==> src/rtl/bsh_pkg.sv <==
// ---------------------------------------------------------------------------
// bsh_pkg: shared types and helpers for pipelined_barrel_shifter.
//   bsh_mode_e    operation encoding carried on the 3-bit mode bus
//                 (5..7 are reserved and pass data through unchanged).
//   bsh_is_right  1 for the operations that move bits towards bit 0.
//   bsh_log2      stage count for a power-of-two data width.
// Optional feature macro used by the design files: BSH_FLAGS_EN.
// ---------------------------------------------------------------------------
package bsh_pkg;

  typedef enum logic [2:0] {
    BSH_SHL = 3'd0,
    BSH_SHR = 3'd1,
    BSH_SAR = 3'd2,
    BSH_ROL = 3'd3,
    BSH_ROR = 3'd4
  } bsh_mode_e;

  function automatic logic bsh_is_right(input logic [2:0] mode);
    return (mode == BSH_SHR) || (mode == BSH_SAR) || (mode == BSH_ROR);
  endfunction

  function automatic int bsh_log2(input int n);
    return $clog2(n);
  endfunction

endpackage

==> src/rtl/bsh_stage.sv <==
// ---------------------------------------------------------------------------
// bsh_stage: one mux level of the barrel shifter. Shifts/rotates by
// 2**STAGE_IDX when in_amt[STAGE_IDX] is set, otherwise passes data through.
// With REG = 1 the result is held in an elastic valid/ready register slot;
// with REG = 0 the stage is purely combinational and handshakes pass through.
// Ports:
//   clk, rst                      clock, asynchronous active-high reset
//   in_valid/in_ready             upstream handshake
//   in_data/in_mode/in_amt        beat from the previous stage
//   out_valid/out_ready           downstream handshake
//   out_data/out_mode/out_amt     beat towards the next stage
//   in_carry/out_carry            running carry flag (only with BSH_FLAGS_EN)
// ---------------------------------------------------------------------------
module bsh_stage
  import bsh_pkg::*;
#(
  parameter int N         = 8,
  parameter int STAGE_IDX = 0,
  parameter int AW        = 3,
  parameter bit REG       = 1'b1
) (
  input  logic          clk,
  input  logic          rst,
  input  logic          in_valid,
  output logic          in_ready,
  input  logic [N-1:0]  in_data,
  input  logic [2:0]    in_mode,
  input  logic [AW-1:0] in_amt,
`ifdef BSH_FLAGS_EN
  input  logic          in_carry,
  output logic          out_carry,
`endif
  output logic          out_valid,
  input  logic          out_ready,
  output logic [N-1:0]  out_data,
  output logic [2:0]    out_mode,
  output logic [AW-1:0] out_amt
);

  localparam int SH = 1 << STAGE_IDX;

  logic [N-1:0] mux_data;

  always_comb begin
    mux_data = in_data;
    if (in_amt[STAGE_IDX]) begin
      case (in_mode)
        BSH_SHL: mux_data = in_data << SH;
        BSH_SHR: mux_data = in_data >> SH;
        // Earlier stages keep the MSB for SAR, so it is still the sign.
        BSH_SAR: mux_data = $signed(in_data) >>> SH;
        BSH_ROL: mux_data = (in_data << SH) | (in_data >> (N - SH));
        BSH_ROR: mux_data = (in_data >> SH) | (in_data << (N - SH));
        default: mux_data = in_data;
      endcase
    end
  end

`ifdef BSH_FLAGS_EN
  // The last stage that actually moves bits decides the carry. Indices are
  // taken relative to this stage's input, which already carries the shifts
  // of the lower stages, so they resolve to data_in[N-amt] / data_in[amt-1].
  logic mux_carry;

  always_comb begin
    mux_carry = in_carry;
    if (in_amt[STAGE_IDX]) begin
      case (in_mode)
        BSH_SHL, BSH_SHR, BSH_SAR:
          mux_carry = bsh_is_right(in_mode) ? in_data[SH-1] : in_data[N-SH];
        BSH_ROL: mux_carry = in_data[N-SH];  // bit landing in position 0
        BSH_ROR: mux_carry = in_data[SH-1];  // bit landing in position N-1
        default: mux_carry = in_carry;
      endcase
    end
  end
`endif

  if (REG) begin : g_reg
    logic          valid_reg;
    logic [N-1:0]  data_reg;
    logic [2:0]    mode_reg;
    logic [AW-1:0] amt_reg;
`ifdef BSH_FLAGS_EN
    logic          carry_reg;
`endif

    // Slot takes a new beat when empty or when its content leaves this cycle.
    assign in_ready = !valid_reg || out_ready;

    always_ff @(posedge clk or posedge rst) begin
      if (rst) begin
        valid_reg <= 1'b0;
        data_reg  <= '0;
        mode_reg  <= '0;
        amt_reg   <= '0;
`ifdef BSH_FLAGS_EN
        carry_reg <= 1'b0;
`endif
      end else if (in_ready) begin
        valid_reg <= in_valid;
        if (in_valid) begin
          data_reg  <= mux_data;
          mode_reg  <= in_mode;
          amt_reg   <= in_amt;
`ifdef BSH_FLAGS_EN
          carry_reg <= mux_carry;
`endif
        end
      end
    end

    assign out_valid = valid_reg;
    assign out_data  = data_reg;
    assign out_mode  = mode_reg;
    assign out_amt   = amt_reg;
`ifdef BSH_FLAGS_EN
    assign out_carry = carry_reg;
`endif
  end else begin : g_comb
    logic unused_clk_rst;
    assign unused_clk_rst = clk ^ rst;

    assign in_ready  = out_ready;
    assign out_valid = in_valid;
    assign out_data  = mux_data;
    assign out_mode  = in_mode;
    assign out_amt   = in_amt;
`ifdef BSH_FLAGS_EN
    assign out_carry = mux_carry;
`endif
  end

endmodule

==> src/rtl/pipelined_barrel_shifter.sv <==
// ---------------------------------------------------------------------------
// pipelined_barrel_shifter: SHL/SHR/SAR/ROL/ROR barrel shifter built from
// log2(N) bsh_stage mux levels with valid/ready on both sides.
// PIPELINED != 0 registers every level (latency log2(N)); PIPELINED == 0
// keeps the levels combinational and registers only the last (latency 1).
// Ports:
//   clk, rst              clock, asynchronous active-high reset
//   in_valid/in_ready     input handshake
//   data_in               operand
//   shift_amt             shift/rotate amount 0..N-1
//   mode                  bsh_mode_e encoding; 5..7 pass data_in through
//   out_valid/out_ready   output handshake
//   data_out              result
//   zero_out, carry_out   result flags, present only with BSH_FLAGS_EN
// ---------------------------------------------------------------------------
module pipelined_barrel_shifter
  import bsh_pkg::*;
#(
  parameter int N         = 8,
  parameter int PIPELINED = 1
) (
  input  logic                 clk,
  input  logic                 rst,
  input  logic                 in_valid,
  output logic                 in_ready,
  input  logic [N-1:0]         data_in,
  input  logic [$clog2(N)-1:0] shift_amt,
  input  logic [2:0]           mode,
  output logic                 out_valid,
  input  logic                 out_ready,
  output logic [N-1:0]         data_out
`ifdef BSH_FLAGS_EN
  ,
  output logic                 zero_out,
  output logic                 carry_out
`endif
);

  localparam int LOG2N = bsh_log2(N);

  // Index k is the input of level k; index LOG2N is the block output.
  logic [LOG2N:0]   valid_chain;
  logic [LOG2N:0]   ready_chain;
  logic [N-1:0]     data_chain [0:LOG2N];
  logic [2:0]       mode_chain [0:LOG2N];
  logic [LOG2N-1:0] amt_chain  [0:LOG2N];
`ifdef BSH_FLAGS_EN
  logic [LOG2N:0]   carry_chain;
  assign carry_chain[0] = 1'b0;
`endif

  assign valid_chain[0]     = in_valid;
  assign in_ready           = ready_chain[0];
  assign data_chain[0]      = data_in;
  assign mode_chain[0]      = mode;
  assign amt_chain[0]       = shift_amt;
  assign ready_chain[LOG2N] = out_ready;

  for (genvar gi = 0; gi < LOG2N; gi++) begin : g_stage
    bsh_stage #(
      .N         (N),
      .STAGE_IDX (gi),
      .AW        (LOG2N),
      .REG       ((PIPELINED != 0) || (gi == LOG2N - 1))
    ) u_stage (
      .clk       (clk),
      .rst       (rst),
      .in_valid  (valid_chain[gi]),
      .in_ready  (ready_chain[gi]),
      .in_data   (data_chain[gi]),
      .in_mode   (mode_chain[gi]),
      .in_amt    (amt_chain[gi]),
`ifdef BSH_FLAGS_EN
      .in_carry  (carry_chain[gi]),
      .out_carry (carry_chain[gi+1]),
`endif
      .out_valid (valid_chain[gi+1]),
      .out_ready (ready_chain[gi+1]),
      .out_data  (data_chain[gi+1]),
      .out_mode  (mode_chain[gi+1]),
      .out_amt   (amt_chain[gi+1])
    );
  end

  assign out_valid = valid_chain[LOG2N];
  assign data_out  = data_chain[LOG2N];

  // Mode/amount only steer the levels; nothing consumes them at the output.
  logic unused_tail;
  assign unused_tail = ^{mode_chain[LOG2N], amt_chain[LOG2N]};

`ifdef BSH_FLAGS_EN
  // Qualified by out_valid so the flag is 0 out of reset and with no result.
  assign zero_out  = out_valid && (data_out == '0);
  assign carry_out = carry_chain[LOG2N];
`endif

endmodule

==> config.mk <==
export PLATFORM = sky130hd
export DESIGN_NAME = pipelined_barrel_shifter
export DESIGN_NICKNAME = d
export VERILOG_FILES = /design/src/rtl/bsh_pkg.sv /design/src/rtl/bsh_stage.sv /design/src/rtl/pipelined_barrel_shifter.sv
export SDC_FILE = /design/constraint.sdc
export NUM_CORES = 1
export LEC_CHECK = 0
export CORE_UTILIZATION = 40
export DETAILED_ROUTE_END_ITERATION = 16
export HOLD_SLACK_MARGIN = 0.12
export PLACE_DENSITY_LB_ADDON = 0.15
export RECOVER_POWER = 50
export SYNTH_ARGS = -nofsm -noshare
export SYNTH_HDL_FRONTEND = slang
export SYNTH_SLANG_ARGS = --single-unit
==> constraint.sdc <==
create_clock -name clk -period 1.4 [get_ports clk]
set_input_delay 0.14 -clock clk [delete_from_list [all_inputs] [get_ports clk]]
set_output_delay 0.14 -clock clk [all_outputs]
set_load 0.05 [all_outputs]
==> impl_metrics.env, run 1 <==
export IMPL_timing_final_crit_share_pct=98.1
export IMPL_comb_power_share_pct=48.1
export IMPL_synthCells=263
export IMPL_numCtsBuffers=5
export IMPL_clock_latency_ns=0.29
export IMPL_maxSlewViolCount=0
export IMPL_wl_met3_um=140
export IMPL_async_reset_ff_share_pct=100
export IMPL_leakagePower_nw=1.40
export IMPL_hold_path_class="in -> reg"
export IMPL_p_sw_share_pct=38.2
export IMPL_grt_pass1_wl_mm=9.56
export IMPL_hold_viol=0
export IMPL_area_growth_pct=38.3
export IMPL_worstHoldStart="shift_amt[1]"
export IMPL_dieWidth_um=78.9
export IMPL_drive_above_1_share_pct=34.1
export IMPL_reg2reg_from="g_stage[0].u_stage.out_mode[0]"
export IMPL_clock_sinks=36
export IMPL_grt_max_degree=37
export IMPL_switchingPower_w=0.00188
export IMPL_internal_power_w=0.00305
export IMPL_rows=27
export IMPL_initial_utilization_pct=42.1
export IMPL_power_density_nw_per_um2=1510
export IMPL_start_kind="flop"
export IMPL_max_freq_mhz=728
export IMPL_p_seq_share_pct=33.7
export IMPL_clockPowerShare_pct=18.2
export IMPL_synthDistinctLibCells=44
export IMPL_ys_flop_type="dfrtp_1"
export IMPL_die_h_um=78.9
export IMPL_dp_hpwl_mm=4.12
export IMPL_peakVddDrop_v=0.000954
export IMPL_gr_total_overflow=0
export IMPL_cp_startpoint="g_stage[0].u_stage.out_mode[0]"
export IMPL_grt_pass1_vias=2060
export IMPL_detailedRoute_firstIterationViolations=60
export IMPL_arrival_ns=1.58
export IMPL_synth_edf_count=0
export IMPL_die_area_um2=6220
export IMPL_drv_cap=0
export IMPL_ys_warn_count=0
export IMPL_cts_root_buffer="clkbuf_8"
export IMPL_syn_area_um2=2360
export IMPL_setup_viol=0
export IMPL_final_antenna_net_count=0
export IMPL_vias=2097
export IMPL_syn_num_nets=281
export IMPL_crit_required_ns=1.61
export IMPL_drtPass1Iterations=4
export IMPL_dr_max_layer_used="met4"
export IMPL_path_clk_slew_ns=0.07
export IMPL_cp_max_fo=4
export IMPL_wl_per_cell_um=14.3
export IMPL_tritoncts="yes"
export IMPL_fin_skew_ns=0.0118
export IMPL_remaining_drc_errors=0
export IMPL_slew_headroom_pct=41.4
export IMPL_routed_via_density=5.43
export IMPL_final_cell_mix="38 x buf_4, 34 x nand2_1, 33 x dfrtp_1"
export IMPL_grt_usage_pct=19.7
export IMPL_avgSynthCellArea_um2=8.99
export IMPL_cts_setup_buffers=0
export IMPL_cts_hold_buf=0
export IMPL_core_area_um2=5610
export IMPL_gp_congestion=0.857
export IMPL_grt_antenna_before_repair=0
export IMPL_outcome="finished clean"
export IMPL_antenna_cells=0
export IMPL_htreeDepth=2
export IMPL_ys_ff_latch=36
export IMPL_end_kind="flop"
export IMPL_postRouteWirelength_mm=5.51
export IMPL_rsz0062_at_grt="true"
export IMPL_wl_met1_mm=2.51
export IMPL_io_pins=28
export IMPL_cts_buffer_depth=2
export IMPL_ys_seq_area_share_pct=38.1
export IMPL_finalCriticalPeriod_ns=1.37
export IMPL_worst_slew_pin_slew_ns=0.880
export IMPL_crit_type="reg -> reg"
export IMPL_finalPower_w=0.00493
export IMPL_holdWs_ns=0.471
export IMPL_nNetsFinal=331
export IMPL_wl_met2_mm=2.80
export IMPL_final_common_cell="buf_4"
export IMPL_io_buffers=27
-- timing repair --
action	4_1_cts	5_1_grt
gates resized for setup	5	29
endpoints found under the setup margin	6	22
pin swaps	2	10
cloned	0	0
-- final cells by class --
class	count	area, µm²
sequential	36	905
clock buffer	6	72.6
tap	72	90.1
timing repair buffer	70	722
clock inverter	2	35.0
multi-input combinational	198	1440
fill	529	2340
inverter	2	7.51
-- final timing paths --
kind,to,slack (ns),depth (start not counted)
worst max-delay path,g_stage[1].u_stage.out_data[5],0.03,5
worst min-delay path,g_stage[0].u_stage.out_amt[1],0.47,2
worst max register to register,g_stage[1].u_stage.out_data[5],0.03,5
worst min register to register,g_stage[2].u_stage.out_data[1],0.49,2
max in group asynchronous,g_stage[0].u_stage.out_mode[1],0.24,3
min in group asynchronous,g_stage[2].u_stage.out_data[6],0.54,3
-- power groups by stage --
stage / Sequential (W) / Combinational (W) / Clock (W)
after global routing: 0.00170 / 0.00256 / 0.000963
after CTS: 0.00165 / 0.00226 / 0.000922
after detailed placement: 0.00166 / 0.00223 / 0
after floorplan: 0.00153 / 0.00156 / 0
after global placement: 0.00165 / 0.00220 / 0
final: 0.00166 / 0.00237 / 0.000896
-- state kept, by name, indices dropped and copies added (netlist names) --
signal / cells
g_stage.u_stage.out_amt: 3
g_stage.u_stage.out_mode: 6
g_stage.u_stage.out_valid: 3
g_stage.u_stage.out_data: 24
-- routing by layer --
metal,GRT usage (%),vias to the layer above
met3,3.68,4
met5,0,-
met2,34.5,40
met4,7.27,0
met1,24.1,1005
li1,-,1048
-- cell usage after synthesis, drive strengths merged (3+ instances only) --
master   count  area [µm²]
dfrtp       36         901
nand2       35         131
o21ai       22         121
nor2        21        78.8
a21oi       20         100
buf         20         138
a22o         9        78.8
mux2         9         101
nand2b       8        50.1
clkbuf       7        26.3
nor3         7        35.0
a22oi        6        45.0
mux2i        6        60.1
nor2b        6        37.5
and3         5        31.3
a21bo        4        40.0
o41ai        4        65.1
a32o         3        30.0
nand3        3        15.0
o2111ai      3        26.3
o22ai        3        18.8
-- critical path, cell delays in order, from the launching register on --
cell	delay [ns]
dfrtp_1	0.43
buf_12	0.16
xor2_4	0.18
mux2i_1	0.13
a211o_1	0.31
o21ai_1	0.11
-- metrics by stage --
stage,setup WS [ns],utilization [%],cell area (µm²),TNS (ns),instances
after floorplan,-0.604,-,2390,-7.18,263
after global placement,-0.300,54.2,3040,-3.05,378
after detailed placement,-0.331,54.2,3040,-3.16,378
after CTS,0.0130,56.5,3170,0,386
after global routing,-0.0613,58.3,3270,-0.401,386
final,0.0270,58.3,3270,0,386
-- cells by family (layout without fill, tap and decap cells) --
kind of cell             Yosys count  in the layout  share of synthesized area, %
AND/OR/NAND/NOR                   95             95                          19.4
AO/OA/AOI/OAI                     82             82                          25.1
flip-flops                        36             36                          38.1
buffers and inverters             29             80                          7.25
multiplexers                      15             15                          6.83
XOR/XNOR                           4              4                          2.44
adder cells (fa/ha/maj)            2              2                         0.847
Power figures use the tool's default switching activity.
==> inputs of run 2 (changes only) <==
==> constraint.sdc (replaced) <==
create_clock -name clk -period 1.55 [get_ports clk]
set_input_delay 0.155 -clock clk [delete_from_list [all_inputs] [get_ports clk]]
set_output_delay 0.155 -clock clk [all_outputs]
set_load 0.05 [all_outputs]
==> run 2 against run 1 <==
Wire length is 4.9% lower. Non-clock buffer count fell by 14. Cell count shrank 3.6%. Setup slack improved by 0.11 ns. Power is 19% lower. Via count down 4.2%. Global-route usage is 0.90 points lower. Sequential power shrank 11%. Clock power is 7.9% lower. Die area did not move.
==> impl_metrics.env, run 2 (synthesis gave the netlist of run 1 again) <==
export IMPL_setup_viol=0
export IMPL_slew_headroom_pct=41.3
export IMPL_switchingPower_w=0.00156
export IMPL_gp_congestion=0.865
export IMPL_vias=2008
export IMPL_fin_skew_ns=0.00780
export IMPL_hold_path_class="in -> reg"
export IMPL_nNetsFinal=317
export IMPL_crit_path_cell_trace="or3_1 -> and3_1 -> a22oi_1 -> o21ai_0"
export IMPL_dp_cells=364
export IMPL_grt_antenna_before_repair=0
export IMPL_power_density_nw_per_um2=1360
export IMPL_grt_pass1_vias=1966
export IMPL_initial_utilization_pct=42.1
export IMPL_reg2reg_from="g_stage[1].u_stage.out_mode[2]"
export IMPL_remaining_drc_errors=0
export IMPL_finalCriticalPeriod_ns=1.42
export IMPL_timing_final_crit_share_pct=91.4
export IMPL_gr_total_overflow=0
export IMPL_dp_hpwl_mm=3.88
export IMPL_die_h_um=78.9
export IMPL_worstHoldStart="shift_amt[2]"
export IMPL_io_buffers=27
export IMPL_maxSlewViolCount=0
export IMPL_final_cells=372
export IMPL_comb_power_share_pct=41.9
export IMPL_slowest_delay_ns=0.45
export IMPL_drtPass1Iterations=4
export IMPL_crit_type="reg -> reg"
export IMPL_hold_viol=0
export IMPL_cp_max_fo=7
export IMPL_clockPowerShare_pct=20.8
export IMPL_cts_root_buffer="clkbuf_8"
export IMPL_postRouteWirelength_mm=5.24
export IMPL_wl_per_cell_um=14.1
export IMPL_cts_buffer_depth=2
export IMPL_cp_startpoint="g_stage[1].u_stage.out_mode[2]"
export IMPL_path_clk_slew_ns=0.07
export IMPL_peakVddDrop_v=0.000616
export IMPL_p_seq_share_pct=37.4
export IMPL_finalPower_w=0.00397
export IMPL_start_kind="flop"
export IMPL_grt_usage_pct=18.8
export IMPL_core_area_um2=5610
export IMPL_clock_latency_ns=0.29
export IMPL_final_cell_mix="34 x nand2_1, 32 x dfrtp_1, 31 x buf_4"
export IMPL_tritoncts="yes"
export IMPL_cts_setup_buffers=0
export IMPL_grt_max_degree=37
export IMPL_final_util_pct=52.1
export IMPL_largest_reg_flops=24
export IMPL_io_pins=28
export IMPL_rows=27
export IMPL_r2r_cells=4
export IMPL_die_area_um2=6220
export IMPL_crit_required_ns=1.73
export IMPL_routed_via_density=5.40
export IMPL_min_path_cells=2
export IMPL_end_kind="flop"
export IMPL_final_common_cell="nand2_1"
export IMPL_grt_pass1_wl_mm=9.32
export IMPL_drv_cap=0
export IMPL_max_freq_mhz=706
export IMPL_numCtsBuffers=5
export IMPL_p_sw_share_pct=39.3
export IMPL_area_growth_pct=23.6
export IMPL_detailedRoute_firstIterationViolations=99
export IMPL_internal_power_w=0.00241
export IMPL_clock_sinks=36
export IMPL_final_antenna_net_count=0
export IMPL_arrival_ns=1.59
export IMPL_outcome="finished clean"
export IMPL_dieWidth_um=78.9
export IMPL_cts_hold_buf=0
export IMPL_antenna_cells=0
export IMPL_leakagePower_nw=1.27
export IMPL_rsz0062_at_grt="false"
export IMPL_htreeDepth=2
export IMPL_cpMaxStageDelayCell="dfrtp_1"
export IMPL_drive_above_1_share_pct=23.7
export IMPL_worst_slew_pin_slew_ns=0.881
-- run 2: changes by cell type in the layout (fill, tap and decap cells not counted), sizes merged --
cell | previous run | this run
buf | 52 | 35
clkbuf | 7 | 10
clkdlybuf4s50 | 15 | 16
dlygate4sd2 | 1 | 0
-- run 2: layout make-up --
type	instances	area, µm²
multi-input combinational	198	1310
tap	72	90.1
sequential	36	906
clock inverter	2	35.0
timing repair buffer	56	499
clock buffer	6	72.6
fill	550	2690
inverter	2	7.51
-- run 2: metal layers --
layer	wire length (µm)	GRT usage (%)	vias to the layer above
li1	-	-	1011
met1	2470	24.6	949
met2	2520	31.2	40
met3	156	3.79	8
met4	89	6.18	0
met5	0	0	-
-- run 2: through the flow --
step           hold slack, ns  instance area [µm²]  TNS, ns  setup WS (ns)
2_1_floorplan           0.263                 2390    -5.19         -0.454
3_3_place_gp            0.462                 2830   -0.840         -0.136
6_report                0.473                 2920        0          0.133
3_5_place_dp            0.471                 2830   -0.909         -0.146
5_1_grt                 0.464                 2920        0         0.0122
4_1_cts                 0.208                 2940        0         0.0649
-- run 2: repair_timing --
item / CTS / global route
resized for setup: 0 / 4
endpoints found under the hold margin: 0 / 0
endpoints found under the setup margin: 0 / 5
-- run 2: critical path, delay by kind of cell (launching register included) --
kind               cells  cell delay [ns]
AOI/OAI and AO/OA      2             0.29
and+or+nand+nor        2             0.56
DFF                    1             0.45
-- run 2: worst paths after layout --
kind / slack [ns] / endpoint
setup / recovery: 0.13 / g_stage[2].u_stage.out_data[0]
hold / removal: 0.47 / g_stage[0].u_stage.out_amt[2]
setup reg to reg: 0.13 / g_stage[2].u_stage.out_data[0]
hold reg to reg: 0.48 / g_stage[2].u_stage.out_data[3]
max in group asynchronous: 0.38 / g_stage[0].u_stage.out_mode[1]
min in group asynchronous: 0.56 / g_stage[2].u_stage.out_data[6]
-- run 2: power by group through the flow --
stage	Combinational, W	Sequential, W	Clock [W]
after floorplan	0.00141	0.00138	0
after global placement	0.00168	0.00150	0
after detailed placement	0.00169	0.00151	0
after CTS	0.00170	0.00149	0.000844
after global routing	0.00182	0.00153	0.000877
final	0.00166	0.00148	0.000825
==> inputs of run 3 (changes only) <==
--- a/config.mk
+++ b/config.mk
@@ -5,11 +5,13 @@
 export SDC_FILE = /design/constraint.sdc
 export NUM_CORES = 1
 export LEC_CHECK = 0
+export CORE_ASPECT_RATIO = 1.75
 export CORE_UTILIZATION = 40
 export DETAILED_ROUTE_END_ITERATION = 16
 export HOLD_SLACK_MARGIN = 0.12
 export PLACE_DENSITY_LB_ADDON = 0.15
 export RECOVER_POWER = 50
+export SLEW_MARGIN = 10
 export SYNTH_ARGS = -nofsm -noshare
 export SYNTH_HDL_FRONTEND = slang
 export SYNTH_SLANG_ARGS = --single-unit
==> run 3 against run 2 <==
Critical endpoint is now g_stage[0].u_stage.out_data[1]. Register-to-register slack about the same. Power rose by 1.0%. Count of clock-buffer cells in the layout is 1 lower. Setup slack got worse by 0.022 ns. Largest cell class unchanged. Sequential power hardly changed. Maximum frequency fell by 1.5%.
==> impl_metrics.env, run 3 (synthesis gave the netlist of run 1 again) <==
export IMPL_grt_usage_pct=19.9
export IMPL_worst_slew_pin_slew_ns=0.890
export IMPL_cp_startpoint="mode[1]"
export IMPL_switchingPower_w=0.00157
export IMPL_start_kind="primary input"
export IMPL_tritoncts="yes"
export IMPL_internal_power_w=0.00245
export IMPL_max_freq_mhz=695
export IMPL_drtPass1Iterations=6
export IMPL_worstHoldStart="shift_amt[2]"
export IMPL_detailedRoute_firstIterationViolations=65
export IMPL_clock_latency_ns=0.29
export IMPL_outcome="finished clean"
export IMPL_final_area_um2=2950
export IMPL_final_cell_mix="34 x nand2_1, 32 x dfrtp_1, 32 x buf_4"
export IMPL_clock_sinks=36
export IMPL_setup_viol=0
export IMPL_postRouteWirelength_mm=5.55
export IMPL_path_clk_slew_ns=0.08
export IMPL_finalCriticalPeriod_ns=1.44
export IMPL_fin_skew_ns=0.00761
export IMPL_antenna_cells=0
export IMPL_wl_per_cell_um=14.7
export IMPL_power_density_nw_per_um2=1360
export IMPL_initial_utilization_pct=42.0
export IMPL_reg2reg_from="g_stage[1].u_stage.out_mode[1]"
export IMPL_crit_required_ns=1.73
export IMPL_remaining_drc_errors=0
export IMPL_final_common_cell="nand2_1"
export IMPL_gp_congestion=0.829
export IMPL_peakVddDrop_v=0.000438
export IMPL_grt_pass1_wl_mm=9.40
export IMPL_slew_headroom_pct=40.7
export IMPL_drive_above_1_share_pct=24.3
export IMPL_hold_viol=0
export IMPL_end_kind="flop"
export IMPL_grt_max_degree=37
export IMPL_io_buffers=27
export IMPL_cts_buffer_depth=2
export IMPL_rows=36
export IMPL_final_cells=377
export IMPL_final_antenna_net_count=0
export IMPL_leakagePower_nw=1.28
export IMPL_grt_antenna_before_repair=0
export IMPL_vias=2091
export IMPL_timing_final_crit_share_pct=92.8
export IMPL_comb_power_share_pct=42.7
export IMPL_largest_reg_flops=24
export IMPL_dpl_cell_area_um2=2850
export IMPL_numCtsBuffers=5
export IMPL_dieWidth_um=60.1
export IMPL_cp_max_fo=6
export IMPL_crit_type="in -> reg"
export IMPL_nNetsFinal=318
export IMPL_dp_hpwl_mm=4.28
export IMPL_p_sw_share_pct=39.1
export IMPL_drv_cap=0
export IMPL_io_pins=28
export IMPL_arrival_ns=1.62
export IMPL_grt_pass1_vias=1967
export IMPL_core_area_um2=5630
export IMPL_die_area_um2=6230
export IMPL_clockPowerShare_pct=20.4
export IMPL_htreeDepth=2
export IMPL_cts_root_buffer="clkbuf_8"
export IMPL_gr_total_overflow=0
export IMPL_p_seq_share_pct=36.8
export IMPL_routed_via_density=5.55
export IMPL_hold_path_class="in -> reg"
export IMPL_holdWs_ns=0.478
export IMPL_maxSlewViolCount=0
export IMPL_die_h_um=104
export IMPL_area_growth_pct=24.9
export IMPL_finalPower_w=0.00402
export IMPL_dp_cells=368
export IMPL_fin_tns_setup_ns=0
-- run 3: cell types whose count changed in the layout (fill, tap and decap cells not counted), sizes merged --
cell / before / now
buf: 35 / 37
clkbuf: 10 / 8
clkinvlp: 0 / 1
-- run 3: path summary, 6_finish.rpt --
path	slack [ns]	endpoint	cells past startpoint
min	0.48	g_stage[0].u_stage.out_amt[2]	2
min in group asynchronous	0.57	g_stage[2].u_stage.out_valid	3
max	0.11	g_stage[0].u_stage.out_data[1]	5
max reg2reg	0.12	g_stage[2].u_stage.out_data[1]	4
max in group asynchronous	0.36	g_stage[1].u_stage.out_mode[1]	3
min reg2reg	0.48	g_stage[2].u_stage.out_data[1]	2
-- run 3: through the flow --
step / setup slack (ns) / util [%]
finish: 0.112 / 52.4
global route: -0.00190 / 52.4
CTS: 0.0678 / 52.6
detailed placement: -0.190 / 50.6
global placement: -0.123 / 50.6
floorplan: -0.454 / -
-- run 3: critical path: stages --
cell and delay, ns:
clkdlybuf4s50_1 0.52, xnor2_2 0.33, nand2_1 0.09, and3_1 0.20, o41ai_2 0.32
-- run 3: cell type report --
type / count / area [µm²]
clock buffer: 5 / 68.8
clock inverter: 3 / 42.5
fill: 557 / 2680
inverter: 2 / 7.51
multi-input combinational: 198 / 1310
sequential: 36 / 906
tap: 76 / 95.1
timing repair buffer: 57 / 523
-- run 3: per-layer routing --
| metal | up-vias | track usage, % | routed length [µm] |
|---|---|---|---|
| li1 | 1017 | - | - |
| met1 | 1001 | 19.8 | 2060 |
| met2 | 55 | 36.9 | 3170 |
| met3 | 18 | 2.75 | 115 |
| met4 | 0 | 10.1 | 203 |
| met5 | - | 0 | 0 |
-- run 3: what timing repair did --
action,CTS,global route
hold buffers,0,0
buffers inserted,0,1
gates resized for setup,0,3
setup endpoints to repair,0,9
-- run 3: power groups by stage --
stage | Clock (W) | Sequential, W | Combinational (W)
after floorplan | 0 | 0.00138 | 0.00141
after global placement | 0 | 0.00149 | 0.00170
after detailed placement | 0 | 0.00150 | 0.00172
after CTS | 0.000849 | 0.00148 | 0.00172
after global routing | 0.000889 | 0.00152 | 0.00187
final | 0.000820 | 0.00148 | 0.00172
